[src/rtl/apb_arb_pkg.sv]
// Shared types and constants for the two-requester line-to-byte RAM arbiter.
package apb_arb_pkg;

    localparam int unsigned BEATS          = 16;
    localparam int unsigned BEAT_W         = $clog2(BEATS);
    localparam int unsigned TIMEOUT_CYCLES = 15;

    typedef enum logic [1:0] {
        StIdle,
        StBeat,
        StResp
    } state_t;

    typedef logic owner_t;

endpackage

[src/rtl/apb_ram_arbiter_if.sv]
// Requester line ports and byte-wide RAM port of the arbiter, grouped as one bundle.
interface apb_ram_arbiter_if #(
    parameter int unsigned addr_width = 4,
    parameter int unsigned data_width = 128,
    parameter int unsigned mem_data   = 8
);

    logic                    req0;
    logic                    req1;
    logic                    write0;
    logic                    write1;
    logic [addr_width-1:0]   line0;
    logic [addr_width-1:0]   line1;
    logic [data_width-1:0]   wdata0;
    logic [data_width-1:0]   wdata1;
    logic                    ack0;
    logic                    ack1;
    logic [data_width-1:0]   rsp_rdata;
    logic                    rsp_err;
    logic [addr_width+3:0]   m_addr;
    logic [mem_data-1:0]     m_wdata;
    logic                    m_write;
    logic                    m_cs;
    logic [mem_data-1:0]     m_rdata;
    logic                    m_ready;
    logic                    m_error;

    modport slave (
        input  req0, req1, write0, write1, line0, line1, wdata0, wdata1,
        output ack0, ack1, rsp_rdata, rsp_err,
        output m_addr, m_wdata, m_write, m_cs,
        input  m_rdata, m_ready, m_error
    );

    modport master (
        output req0, req1, write0, write1, line0, line1, wdata0, wdata1,
        input  ack0, ack1, rsp_rdata, rsp_err,
        input  m_addr, m_wdata, m_write, m_cs,
        output m_rdata, m_ready, m_error
    );

endinterface

[src/rtl/rr_arbiter2.sv]
// Two-input round-robin grant; the last-served pointer moves when a response is issued.
module rr_arbiter2
    import apb_arb_pkg::*;
(
    input  logic   clk,
    input  logic   rst,
    input  logic   req0,
    input  logic   req1,
    input  logic   update,
    input  owner_t served,
    output logic   valid,
    output owner_t grant
);

    owner_t last_q;

    // Reset to 1 so requester 0 wins the first tie.
    always_ff @(posedge clk or posedge rst) begin
        if (rst) begin
            last_q <= 1'b1;
        end else if (update) begin
            last_q <= served;
        end
    end

    always_comb begin
        valid = req0 | req1;
        if (req0 && req1) begin
            grant = ~last_q;
        end else begin
            grant = req1;
        end
    end

endmodule

[src/rtl/apb_ram_arbiter.sv]
// Round-robin line arbiter sequencing 16 byte beats into a shared RAM.
// Optional macro ARB_TIMEOUT_EN aborts a transfer stalled on m_ready for TIMEOUT_CYCLES.
module apb_ram_arbiter
    import apb_arb_pkg::*;
#(
    parameter int unsigned addr_width = 4,
    parameter int unsigned data_width = 128,
    parameter int unsigned mem_data   = 8
) (
    input logic               PCLK,
    input logic               PRESET,
    apb_ram_arbiter_if.slave  bus
);

    state_t                  state_q, state_d;
    owner_t                  owner_q, owner_d;
    logic [addr_width-1:0]   line_q, line_d;
    logic                    write_q, write_d;
    logic [data_width-1:0]   wdata_q, wdata_d;
    logic [data_width-1:0]   rdata_q, rdata_d;
    logic                    err_q, err_d;
    logic [BEAT_W-1:0]       beat_q, beat_d;
    logic                    gnt_valid;
    owner_t                  gnt;
    logic                    in_beat;

`ifdef ARB_TIMEOUT_EN
    localparam int unsigned WAIT_W = $clog2(TIMEOUT_CYCLES + 1);
    logic [WAIT_W-1:0]       wait_q, wait_d;
`endif

    rr_arbiter2 u_rr (
        .clk    (PCLK),
        .rst    (PRESET),
        .req0   (bus.req0),
        .req1   (bus.req1),
        .update (state_q == StResp),
        .served (owner_q),
        .valid  (gnt_valid),
        .grant  (gnt)
    );

    always_ff @(posedge PCLK or posedge PRESET) begin
        if (PRESET) begin
            state_q <= StIdle;
            owner_q <= 1'b0;
            line_q  <= '0;
            write_q <= 1'b0;
            wdata_q <= '0;
            rdata_q <= '0;
            err_q   <= 1'b0;
            beat_q  <= '0;
`ifdef ARB_TIMEOUT_EN
            wait_q  <= '0;
`endif
        end else begin
            state_q <= state_d;
            owner_q <= owner_d;
            line_q  <= line_d;
            write_q <= write_d;
            wdata_q <= wdata_d;
            rdata_q <= rdata_d;
            err_q   <= err_d;
            beat_q  <= beat_d;
`ifdef ARB_TIMEOUT_EN
            wait_q  <= wait_d;
`endif
        end
    end

    always_comb begin
        state_d = state_q;
        owner_d = owner_q;
        line_d  = line_q;
        write_d = write_q;
        wdata_d = wdata_q;
        rdata_d = rdata_q;
        err_d   = err_q;
        beat_d  = beat_q;
`ifdef ARB_TIMEOUT_EN
        wait_d  = wait_q;
`endif
        unique case (state_q)
            StIdle: begin
                if (gnt_valid) begin
                    owner_d = gnt;
                    line_d  = gnt ? bus.line1  : bus.line0;
                    write_d = gnt ? bus.write1 : bus.write0;
                    wdata_d = gnt ? bus.wdata1 : bus.wdata0;
                    rdata_d = '0;
                    err_d   = 1'b0;
                    beat_d  = '0;
`ifdef ARB_TIMEOUT_EN
                    wait_d  = '0;
`endif
                    state_d = StBeat;
                end
            end
            StBeat: begin
                if (bus.m_ready) begin
`ifdef ARB_TIMEOUT_EN
                    wait_d = '0;
`endif
                    if (!write_q) begin
                        rdata_d[int'(beat_q)*mem_data +: mem_data] = bus.m_rdata;
                    end
                    // An erroring beat ends the line early; unfetched bytes stay zero.
                    if (bus.m_error) begin
                        err_d   = 1'b1;
                        state_d = StResp;
                    end else if (beat_q == BEAT_W'(BEATS - 1)) begin
                        state_d = StResp;
                    end else begin
                        beat_d = beat_q + 1'b1;
                    end
                end
`ifdef ARB_TIMEOUT_EN
                else if (wait_q == WAIT_W'(TIMEOUT_CYCLES - 1)) begin
                    err_d   = 1'b1;
                    state_d = StResp;
                end else begin
                    wait_d = wait_q + 1'b1;
                end
`endif
            end
            StResp: begin
                state_d = StIdle;
            end
            default: begin
                state_d = StIdle;
            end
        endcase
    end

    assign in_beat       = (state_q == StBeat);
    assign bus.ack0      = (state_q == StResp) && (owner_q == 1'b0);
    assign bus.ack1      = (state_q == StResp) && (owner_q == 1'b1);
    assign bus.rsp_rdata = rdata_q;
    assign bus.rsp_err   = err_q;
    assign bus.m_cs      = in_beat;
    assign bus.m_write   = in_beat && write_q;
    assign bus.m_addr    = {line_q, beat_q};
    assign bus.m_wdata   = wdata_q[int'(beat_q)*mem_data +: mem_data];

endmodule

[src/flat_wrapper.sv]
// flat-port wrapper written by rule: the top's interface ports become plain ports
module apb_ram_arbiter_flat import apb_arb_pkg::*;
#(
    parameter int unsigned addr_width = 4,
    parameter int unsigned data_width = 128,
    parameter int unsigned mem_data   = 8
)
  (PCLK, PRESET, bus_req0, bus_req1, bus_write0, bus_write1, bus_line0, bus_line1, bus_wdata0, bus_wdata1, bus_ack0, bus_ack1, bus_rsp_rdata, bus_rsp_err, bus_m_addr, bus_m_wdata, bus_m_write, bus_m_cs, bus_m_rdata, bus_m_ready, bus_m_error);
  apb_ram_arbiter_if #(.addr_width(addr_width), .data_width(data_width), .mem_data(mem_data)) bus_i ();
  input logic PCLK;
  input logic PRESET;
  input wire logic [$bits(bus_i.req0)-1:0] bus_req0;
  input wire logic [$bits(bus_i.req1)-1:0] bus_req1;
  input wire logic [$bits(bus_i.write0)-1:0] bus_write0;
  input wire logic [$bits(bus_i.write1)-1:0] bus_write1;
  input wire logic [$bits(bus_i.line0)-1:0] bus_line0;
  input wire logic [$bits(bus_i.line1)-1:0] bus_line1;
  input wire logic [$bits(bus_i.wdata0)-1:0] bus_wdata0;
  input wire logic [$bits(bus_i.wdata1)-1:0] bus_wdata1;
  output wire logic [$bits(bus_i.ack0)-1:0] bus_ack0;
  output wire logic [$bits(bus_i.ack1)-1:0] bus_ack1;
  output wire logic [$bits(bus_i.rsp_rdata)-1:0] bus_rsp_rdata;
  output wire logic [$bits(bus_i.rsp_err)-1:0] bus_rsp_err;
  output wire logic [$bits(bus_i.m_addr)-1:0] bus_m_addr;
  output wire logic [$bits(bus_i.m_wdata)-1:0] bus_m_wdata;
  output wire logic [$bits(bus_i.m_write)-1:0] bus_m_write;
  output wire logic [$bits(bus_i.m_cs)-1:0] bus_m_cs;
  input wire logic [$bits(bus_i.m_rdata)-1:0] bus_m_rdata;
  input wire logic [$bits(bus_i.m_ready)-1:0] bus_m_ready;
  input wire logic [$bits(bus_i.m_error)-1:0] bus_m_error;
  assign bus_i.req0 = bus_req0;
  assign bus_i.req1 = bus_req1;
  assign bus_i.write0 = bus_write0;
  assign bus_i.write1 = bus_write1;
  assign bus_i.line0 = bus_line0;
  assign bus_i.line1 = bus_line1;
  assign bus_i.wdata0 = bus_wdata0;
  assign bus_i.wdata1 = bus_wdata1;
  assign bus_ack0 = bus_i.ack0;
  assign bus_ack1 = bus_i.ack1;
  assign bus_rsp_rdata = bus_i.rsp_rdata;
  assign bus_rsp_err = bus_i.rsp_err;
  assign bus_m_addr = bus_i.m_addr;
  assign bus_m_wdata = bus_i.m_wdata;
  assign bus_m_write = bus_i.m_write;
  assign bus_m_cs = bus_i.m_cs;
  assign bus_i.m_rdata = bus_m_rdata;
  assign bus_i.m_ready = bus_m_ready;
  assign bus_i.m_error = bus_m_error;
  apb_ram_arbiter #(.addr_width(addr_width), .data_width(data_width), .mem_data(mem_data)) u_core (.PCLK(PCLK), .PRESET(PRESET), .bus(bus_i));
endmodule
[config.mk]
export PLATFORM = sky130hd
export DESIGN_NAME = apb_ram_arbiter_flat
export DESIGN_NICKNAME = d
export VERILOG_FILES = /design/src/rtl/apb_arb_pkg.sv /design/src/rtl/apb_ram_arbiter_if.sv /design/src/rtl/rr_arbiter2.sv /design/src/rtl/apb_ram_arbiter.sv /design/src/flat_wrapper.sv
export SDC_FILE = /design/constraint.sdc
export NUM_CORES = 1
export LEC_CHECK = 0
export CORE_MARGIN = 2
export CORE_UTILIZATION = 35
export CTS_BUF_LIST = sky130_fd_sc_hd__clkbuf_4 sky130_fd_sc_hd__clkbuf_8
export CTS_CLUSTER_DIAMETER = 100
export DETAILED_ROUTE_END_ITERATION = 12
export HOLD_SLACK_MARGIN = 0.03
export PLACE_DENSITY = 0.74
export SLEW_MARGIN = 25
export SYNTH_ARGS = -nofsm -noshare
export SYNTH_HDL_FRONTEND = slang
export SYNTH_SLANG_ARGS = --single-unit
[constraint.sdc]
create_clock -name PCLK -period 17.9 [get_ports PCLK]
set_clock_uncertainty 0.2 [all_clocks]
set_input_delay 5.37 -clock PCLK [delete_from_list [all_inputs] [get_ports PCLK]]
set_output_delay 5.37 -clock PCLK [all_outputs]
set_load 0.02 [all_outputs]
# Yosys cells after proc, flatten, opt, wreduce, memory -nomap -nowiden
# Index checks and enable logic that the tools add are counted.
# totals
reg_bits	270
out_inout_bits	149
elab_cells	61
# op_classes
n_addsub	2
n_eq_ne	10
n_shift	3
mux	23
bitwise_logic	3
reduce_logical	11
# ops
operator	count
128-bit two-way mux	4
128-bit case mux with 2 select lines	1
128-bit bitwise mux	1
8-bit by 34-bit variable shift with 128-bit output, first input constant	1
128-bit by 8-bit indexed part select with 8-bit output	1
8-bit by 34-bit indexed part select with 128-bit output	1
7-bit negator with 34-bit output	1
4-bit two-way mux	5
2-bit != test, second input constant	5
2-bit two-way mux	4
4-bit case mux with 2 select lines	1
4-bit AND reduction	2
1-bit two-way mux	5
5-bit AND reduction	1
4-bit by 1-bit adder with 4-bit output, second input constant	1
4-bit == test, second input constant	1
1-bit logical AND	4
2-bit case mux with 2 select lines	1
3-bit != test, second input constant	1
3-bit AND reduction	1
2-bit by 1-bit == test with 1-bit output, second input constant	1
2-bit == test, second input constant	1
2-bit logical NOT	1
2-bit by 1-bit != test with 1-bit output, second input constant	1
other kinds (5)	6

# Depth between registers and ports, before layout
# Gate-level depths: netlist of the first run.
# logic_depth
ltp_word	6
ltp_mapped	10
ltp_nobuf	6

# Cells and area by module
# From an unflattened synthesis of the first run, not the netlist that was laid out.
# hier_totals
cells_unflattened	1132
hier_area_um2	12911.1
# by_module_without_submodules
module	instances	cells_each	area_each_um2	seq_area_each_um2
apb_ram_arbiter	1	1127	12852.3	6731.5
rr_arbiter2	1	5	58.8	26.3

# Least setup slack after synthesis of the first run
# OpenSTA, ideal clock, no wires.
# synth_timing
kind	register to output
from	register u_core.beat_q[0]
to	output bus_m_wdata[2]
arrival_time_ps	1748
required_ps	12330
setup_slack_ps	10582
stages_incl_launch_ff	6
n_path_buf	2
cell_sequence	dfrtp_1 > buf_2 > buf_2 > mux4_2 > mux2i_1 > a21oi_1
# synth_via
elab_chain_cells	1
# synth_lines
item	line_no	rtl
start, declared	apb_ram_arbiter.sv:22	logic [BEAT_W-1:0] beat_q, beat_d;
start signal, assigned	apb_ram_arbiter.sv:64	beat_q <= beat_d;
128-bit by 8-bit indexed part select with 8-bit output	apb_ram_arbiter.sv:143	assign bus.m_wdata = wdata_q[int'(beat_q)*mem_data +: mem_data];
end, declared	flat_wrapper.sv:25	output wire logic [$bits(bus_i.m_wdata)-1:0] bus_m_wdata;
# Every way passes these cells.

# Worst setup path in the final report of the first run
# layout_timing
from	register u_core.beat_q[0]
to	output bus_m_wdata[7]
# Same word-level chain as after synthesis.

==> impl_metrics.ini, run 1 <==
[synthesis]
yosysWarnings = 0
synthTopCellsByArea = dfrtp_1, mux2i_1, mux4_2
syn-num-nets = 1362
netlist-cell-type-count = 48
syn_area_per_cell_um2 = 11.7
syn-cell-area_um2 = 12600
synth_top_area_cell = dfrtp_1
ys_seq_area_frac = 0.537
ys_ff_latch = 270
netlist.area_leader.share = 0.535
synth_cells = 1079

[hold_path]
hold_path_depth = 2
min_path_type = reg2reg
min-delay-start = u_core.wdata_q[82]$_DFFE_PP0P_
hold-path-endpoint = u_core.wdata_q[82]$_DFFE_PP0P_

[floorplanning]
die_w_um = 194
start_util = 0.355
fp-row-count = 69
dieArea_um2 = 37500
core_area_um2 = 35500
ios = 429
die_y_um = 194

[worst_setup_path]
critPathMaxStageDelay_ps = 610
critical_path_arrival_ps = 3430
worst_ep_required_time_ps = 12330
cp_cell_sequence = buf_4, mux4_2, mux2i_1, a21oi_1, clkdlybuf4s50_1
r2r_end = u_core.bus.rsp_rdata[45]$_DFFE_PP0P_
cp_max_fo = 32
ff2ff_path_depth = 6
critical_path.startpoint = u_core.beat_q[0]$_DFFE_PP0P_
r2r-start = u_core.beat_q[1]$_DFFE_PP0P_
path_class = reg2out
setup.worst_path.end_class = output pin
cp_slowest_cell = mux4_2
regToRegSetupSlack_ps = 14470
critPathLaunchType = flop

[sta]
setup_tns_ps = 0
setup_viol = 0
fin_crit_sh = 0.503
slew_headroom = 0.336
maxSlewViolCount = 0
fin_crit_ps = 9000
hold_slack_ps = 276
rsz0062_at_grt = no
setup_slack_ps = 8900
worst_pin_slew_ps = 996
fmax_ghz = 0.111
hold_viol_final = 0

[global_route]
busiest_layer = met2
antenna_found_initial = 1
grt_use_total = 0.215
use_met1 = 0.268
gr-usage-met2 = 0.364
grtUsageMet3 = 0.0520
grt_pass1_wl_um = 62800
grt_pass1_vias = 10822
grt_max_degree = 130
grt_overflow = 0

[power_and_ir_drop]
power_leakage_nw = 7.76
max-vdd-ir-drop_uv = 60.8
powerDensity_nw_per_um2 = 111

[clock_tree]
h-tree-depth = 2
clk-insertion-delay-late_ps = 550
postCtsResizedCells = 0
cts_buffer_depth = 3
path_clk_slew_ps = 60
root_buffer = clkbuf_8
postCtsSetupBuffers = 0
cts_buffers = 46
cts_tree = built
clock-sinks = 270
ctsHoldBuffers = 0

[placement]
io_buffer_count = 428
dpl.hpwl_um = 30900
place.gp.congestion = 0.847
place_ws_ps = 9420

[final_layout]
final_core_util = 0.511
drive_gt1_frac = 0.0993
fillers = 3203
layout_common_cells = clkdlybuf4s50_1, dfrtp_1, nand2_1
final_common_cell = clkdlybuf4s50_1
fin_nets = 1763
antennaDiodeCount = 0
area_growth_pct = 44.0

[routing]
wirelength_um = 41000
wire_per_inst_um = 20.8
dr.pass1.iters = 5
ant_nets = 0
drt_first_iter_violations = 552
via_per_inst = 5.26
drcViolationCount = 0
vias = 10358

[run]
drv_cap = 0

[run_status]
status = finished, final reports clean
==> routing by layer <==
layer | vias up | wire (um)
met5 | - | 12
met3 | 95 | 3010
li1 | 4762 | -
met1 | 5046 | 16600
met2 | 453 | 20000
met4 | 2 | 1380
==> where the power goes <==
part / total [mW] / internal (mW) / leakage [nW] / switching (mW)
Combinational: 0.599 / 0.276 / 3.70 / 0.324
Sequential: 0.810 / 0.723 / 3.54 / 0.0874
Clock: 0.593 / 0.347 / 0.516 / 0.246
Total: 2.00 / 1.35 / 7.76 / 0.657
==> cells by family after synthesis <==
logic type / after synthesis / synth area share
buf+inv: 90 / 0.0338
fa+ha+maj: 3 / 0.00298
xor+xnor: 1 / 0.000696
simple gates: 233 / 0.0869
compound gates: 312 / 0.171
mux: 170 / 0.167
flops: 270 / 0.537
==> cells in the mapped netlist (all sizes together) <==
cell	n
a21boi	1
clkinv	1
mux2i	138
o2111ai	1
and2	13
mux4	32
ha	3
o21a	2
nand3	23
a31oi	2
a211oi	2
and4	1
o21ai	143
or2	4
nand4	2
or3	1
nor4	1
nand2b	4
and3b	1
o22ai	11
buf	53
a21oi	6
a211o	2
and3	1
dfstp	1
dfrtp	269
nor2	15
o2bb2ai	64
nor3	10
clkbuf	30
nor2b	5
nand2	151
and4bb	1
inv	6
xnor2	1
a21o	10
a22o	65
o211ai	3
==> worst max-delay path, delay by kind of cell, from the launching register on <==
family | cells | cell delay (ps)
buf+inv | 2 | 1180
mux | 2 | 1010
flops | 1 | 510
compound gates | 1 | 140
==> worst max path at each step <==
| stage | to | slack (ps) | cells after the start |
|---|---|---|---|
| final | bus_m_wdata[7] | 8900 | 5 |
| after global routing | bus_m_wdata[7] | 8730 | 5 |
| after CTS | bus_m_wdata[7] | 8860 | 5 |
| after detailed placement | u_core.wdata_q[113]$_DFFE_PP0P_ | 9420 | 5 |
| after global placement | u_core.wdata_q[113]$_DFFE_PP0P_ | 9470 | 5 |
| after floorplan | u_core.beat_q[0]$_DFFE_PP0P_ | 4890 | 1 |
==> final cells by class <==
| type | instances | area (um2) | share of cell area |
|---|---|---|---|
| sequential | 270 | 6760 | 0.373 |
| multi-input combinational | 719 | 5420 | 0.299 |
| timing repair buffer | 436 | 4350 | 0.240 |
| clock buffer | 69 | 856 | 0.0472 |
| tap | 461 | 577 | 0.0318 |
| clock inverter | 9 | 125 | 0.00690 |
| inverter | 7 | 33.8 | 0.00186 |
==> registers in the layout (all words and copies together) (netlist names) <==
name and count:
u_core.u_rr.last_q 1, u_core.beat_q 4, u_core.state_q 2, u_core.line_q 4, u_core.wdata_q 128, u_core.bus.rsp_err 1
u_core.bus.rsp_rdata 128, u_core.write_q 1, u_core.owner_q 1
==> through the flow <==
| step | total power, mW | area, um2 | std cells |
|---|---|---|---|
| 2_1_floorplan | 1.17 | 12600 | 1079 |
| 3_3_place_gp | 1.41 | 17100 | 1893 |
| 3_5_place_dp | 1.42 | 17100 | 1893 |
| 4_1_cts | 2.02 | 18100 | 1971 |
| 5_1_grt | 2.11 | 18100 | 1971 |
| 6_report | 2.00 | 18100 | 1971 |
No activity file was read; power rests on OpenSTA's default activity.
==> run 2, diff against run 1 <==
==> constraint.sdc (replaced) <==
create_clock -name PCLK -period 9 [get_ports PCLK]
set_clock_uncertainty 0.2 [all_clocks]
set_input_delay 2.7 -clock PCLK [delete_from_list [all_inputs] [get_ports PCLK]]
set_output_delay 2.7 -clock PCLK [all_outputs]
set_load 0.02 [all_outputs]
==> impl_metrics.ini, run 2 (synthesis gave the netlist of run 1 again) <==
[global_route]
grt_use_total = 0.221
grt_pass1_wl_um = 64400
antenna_found_initial = 0
grt_max_degree = 271
grt_pass1_vias = 10570
grt_overflow = 0

[power_and_ir_drop]
power.internal_mw = 2.63
power_leakage_nw = 7.75
switchingPower_mw = 1.33
fin_total_pwr_mw = 3.96
powerDensity_nw_per_um2 = 218
p_seq_frac = 0.419
combPwrFrac = 0.294
swShare = 0.336
max-vdd-ir-drop_uv = 130
p_clk_frac = 0.287

[final_layout]
layout_common_cells = clkdlybuf4s50_1, dfrtp_1, nand2_1
antennaDiodeCount = 0
area_growth_pct = 44.0
fillers = 3101
multi_input_area_um2 = 5420
seq_area_um2 = 6760
drive_gt1_frac = 0.0999
final_common_cell = clkdlybuf4s50_1
fin_nets = 1761

[clock_tree]
cts_buffer_depth = 3
cts_tree = built
h-tree-depth = 2
cts_buffers = 45
clk-insertion-delay-late_ps = 550
ctsHoldBuffers = 0
clock-sinks = 270
root_buffer = clkbuf_8
postCtsResizedCells = 0
postCtsSetupBuffers = 0
path_clk_slew_ps = 70

[worst_setup_path]
ff2ff_path_depth = 6
cp_max_fo = 32
critical_path.startpoint = u_core.beat_q[0]$_DFFE_PP0P_
setup.worst_path.end_class = output pin
path_class = reg2out
critPathLaunchType = flop
r2r-start = u_core.beat_q[3]$_DFFE_PP0P_
regToRegSetupSlack_ps = 5690
r2r_end = u_core.bus.rsp_rdata[62]$_DFFE_PP0P_
worst_ep_required_time_ps = 6100
critical_path_arrival_ps = 3230

[routing]
drt_first_iter_violations = 651
ant_nets = 0
wire_per_inst_um = 21.2
vias = 10336
via_per_inst = 5.24
drcViolationCount = 0
dr.pass1.iters = 5
wirelength_um = 41800

[sta]
fin_crit_ps = 6130
fin_crit_sh = 0.681
hold_viol_final = 0
maxSlewViolCount = 0
worst_pin_slew_ps = 1170
slew_headroom = 0.217
fmax_ghz = 0.163
setup_tns_ps = 0
rsz0062_at_grt = no
hold_slack_ps = 276
setup_viol = 0

[placement]
place.gp.congestion = 0.834
io_buffer_count = 428
dpl.hpwl_um = 31800

[floorplanning]
fp-row-count = 69
die_w_um = 194
start_util = 0.355
die_y_um = 194
dieArea_um2 = 37500
ios = 429
core_area_um2 = 35500

[hold_path]
hold_path_depth = 2
min_path_type = reg2reg
min-delay-start = u_core.wdata_q[50]$_DFFE_PP0P_
hold-path-endpoint = u_core.wdata_q[50]$_DFFE_PP0P_

[run]
drv_cap = 0

[run_status]
status = finished, final reports clean
[run 2: layout make-up]
class | instances | share of cell area
clock buffers | 73 | 0.0503
clock inverters | 7 | 0.00242
inverters | 7 | 0.00166
multi-input cells | 719 | 0.299
flip-flops and latches | 270 | 0.373
well taps | 461 | 0.0318
repair buffers | 435 | 0.242
[run 2: how the worst max path moves through the flow]
stage,endpoint,slack (ps),cells past startpoint
global route,bus_m_wdata[0],2640,5
detailed placement,bus_m_wdata[0],3400,5
finish,bus_m_wdata[2],2870,5
CTS,bus_m_wdata[1],2770,5
floorplan,u_core.beat_q[0]$_DFFE_PP0P_,2530,1
global placement,bus_m_wdata[0],3440,5
[run 2: critical path, cell delays in order, from the launching register on]
cell	delay (ps)
dfrtp_2	490
buf_4	540
mux4_2	620
mux2i_1	230
a21oi_1	120
clkdlybuf4s50_1	620
[run 2: power by group through the flow]
stage | logic (mW) | registers (mW) | clock network, mW
CTS | 1.18 | 1.66 | 1.16
finish | 1.16 | 1.66 | 1.14
detailed placement | 1.17 | 1.68 | 0
floorplan | 0.757 | 1.57 | 0
global route | 1.28 | 1.68 | 1.22
global placement | 1.15 | 1.68 | 0
[run 2: per-layer routing]
| layer | GRT usage | routed length (um) | vias up |
|---|---|---|---|
| met3 | 0.0509 | 2980 | 74 |
| met4 | 0.0585 | 1010 | 0 |
| met2 | 0.376 | 20600 | 470 |
| met5 | 0 | 0 | - |
| met1 | 0.283 | 17100 | 5014 |
| li1 | - | - | 4778 |
[run 2: stage by stage]
step	utilization	instances	setup slack (ps)	instance area, um2
after floorplan	-	1079	2530	12600
after global placement	0.484	1892	3440	17200
after detailed placement	0.484	1892	3400	17200
after CTS	0.511	1972	2770	18100
after global routing	0.511	1972	2640	18100
final	0.511	1972	2870	18100
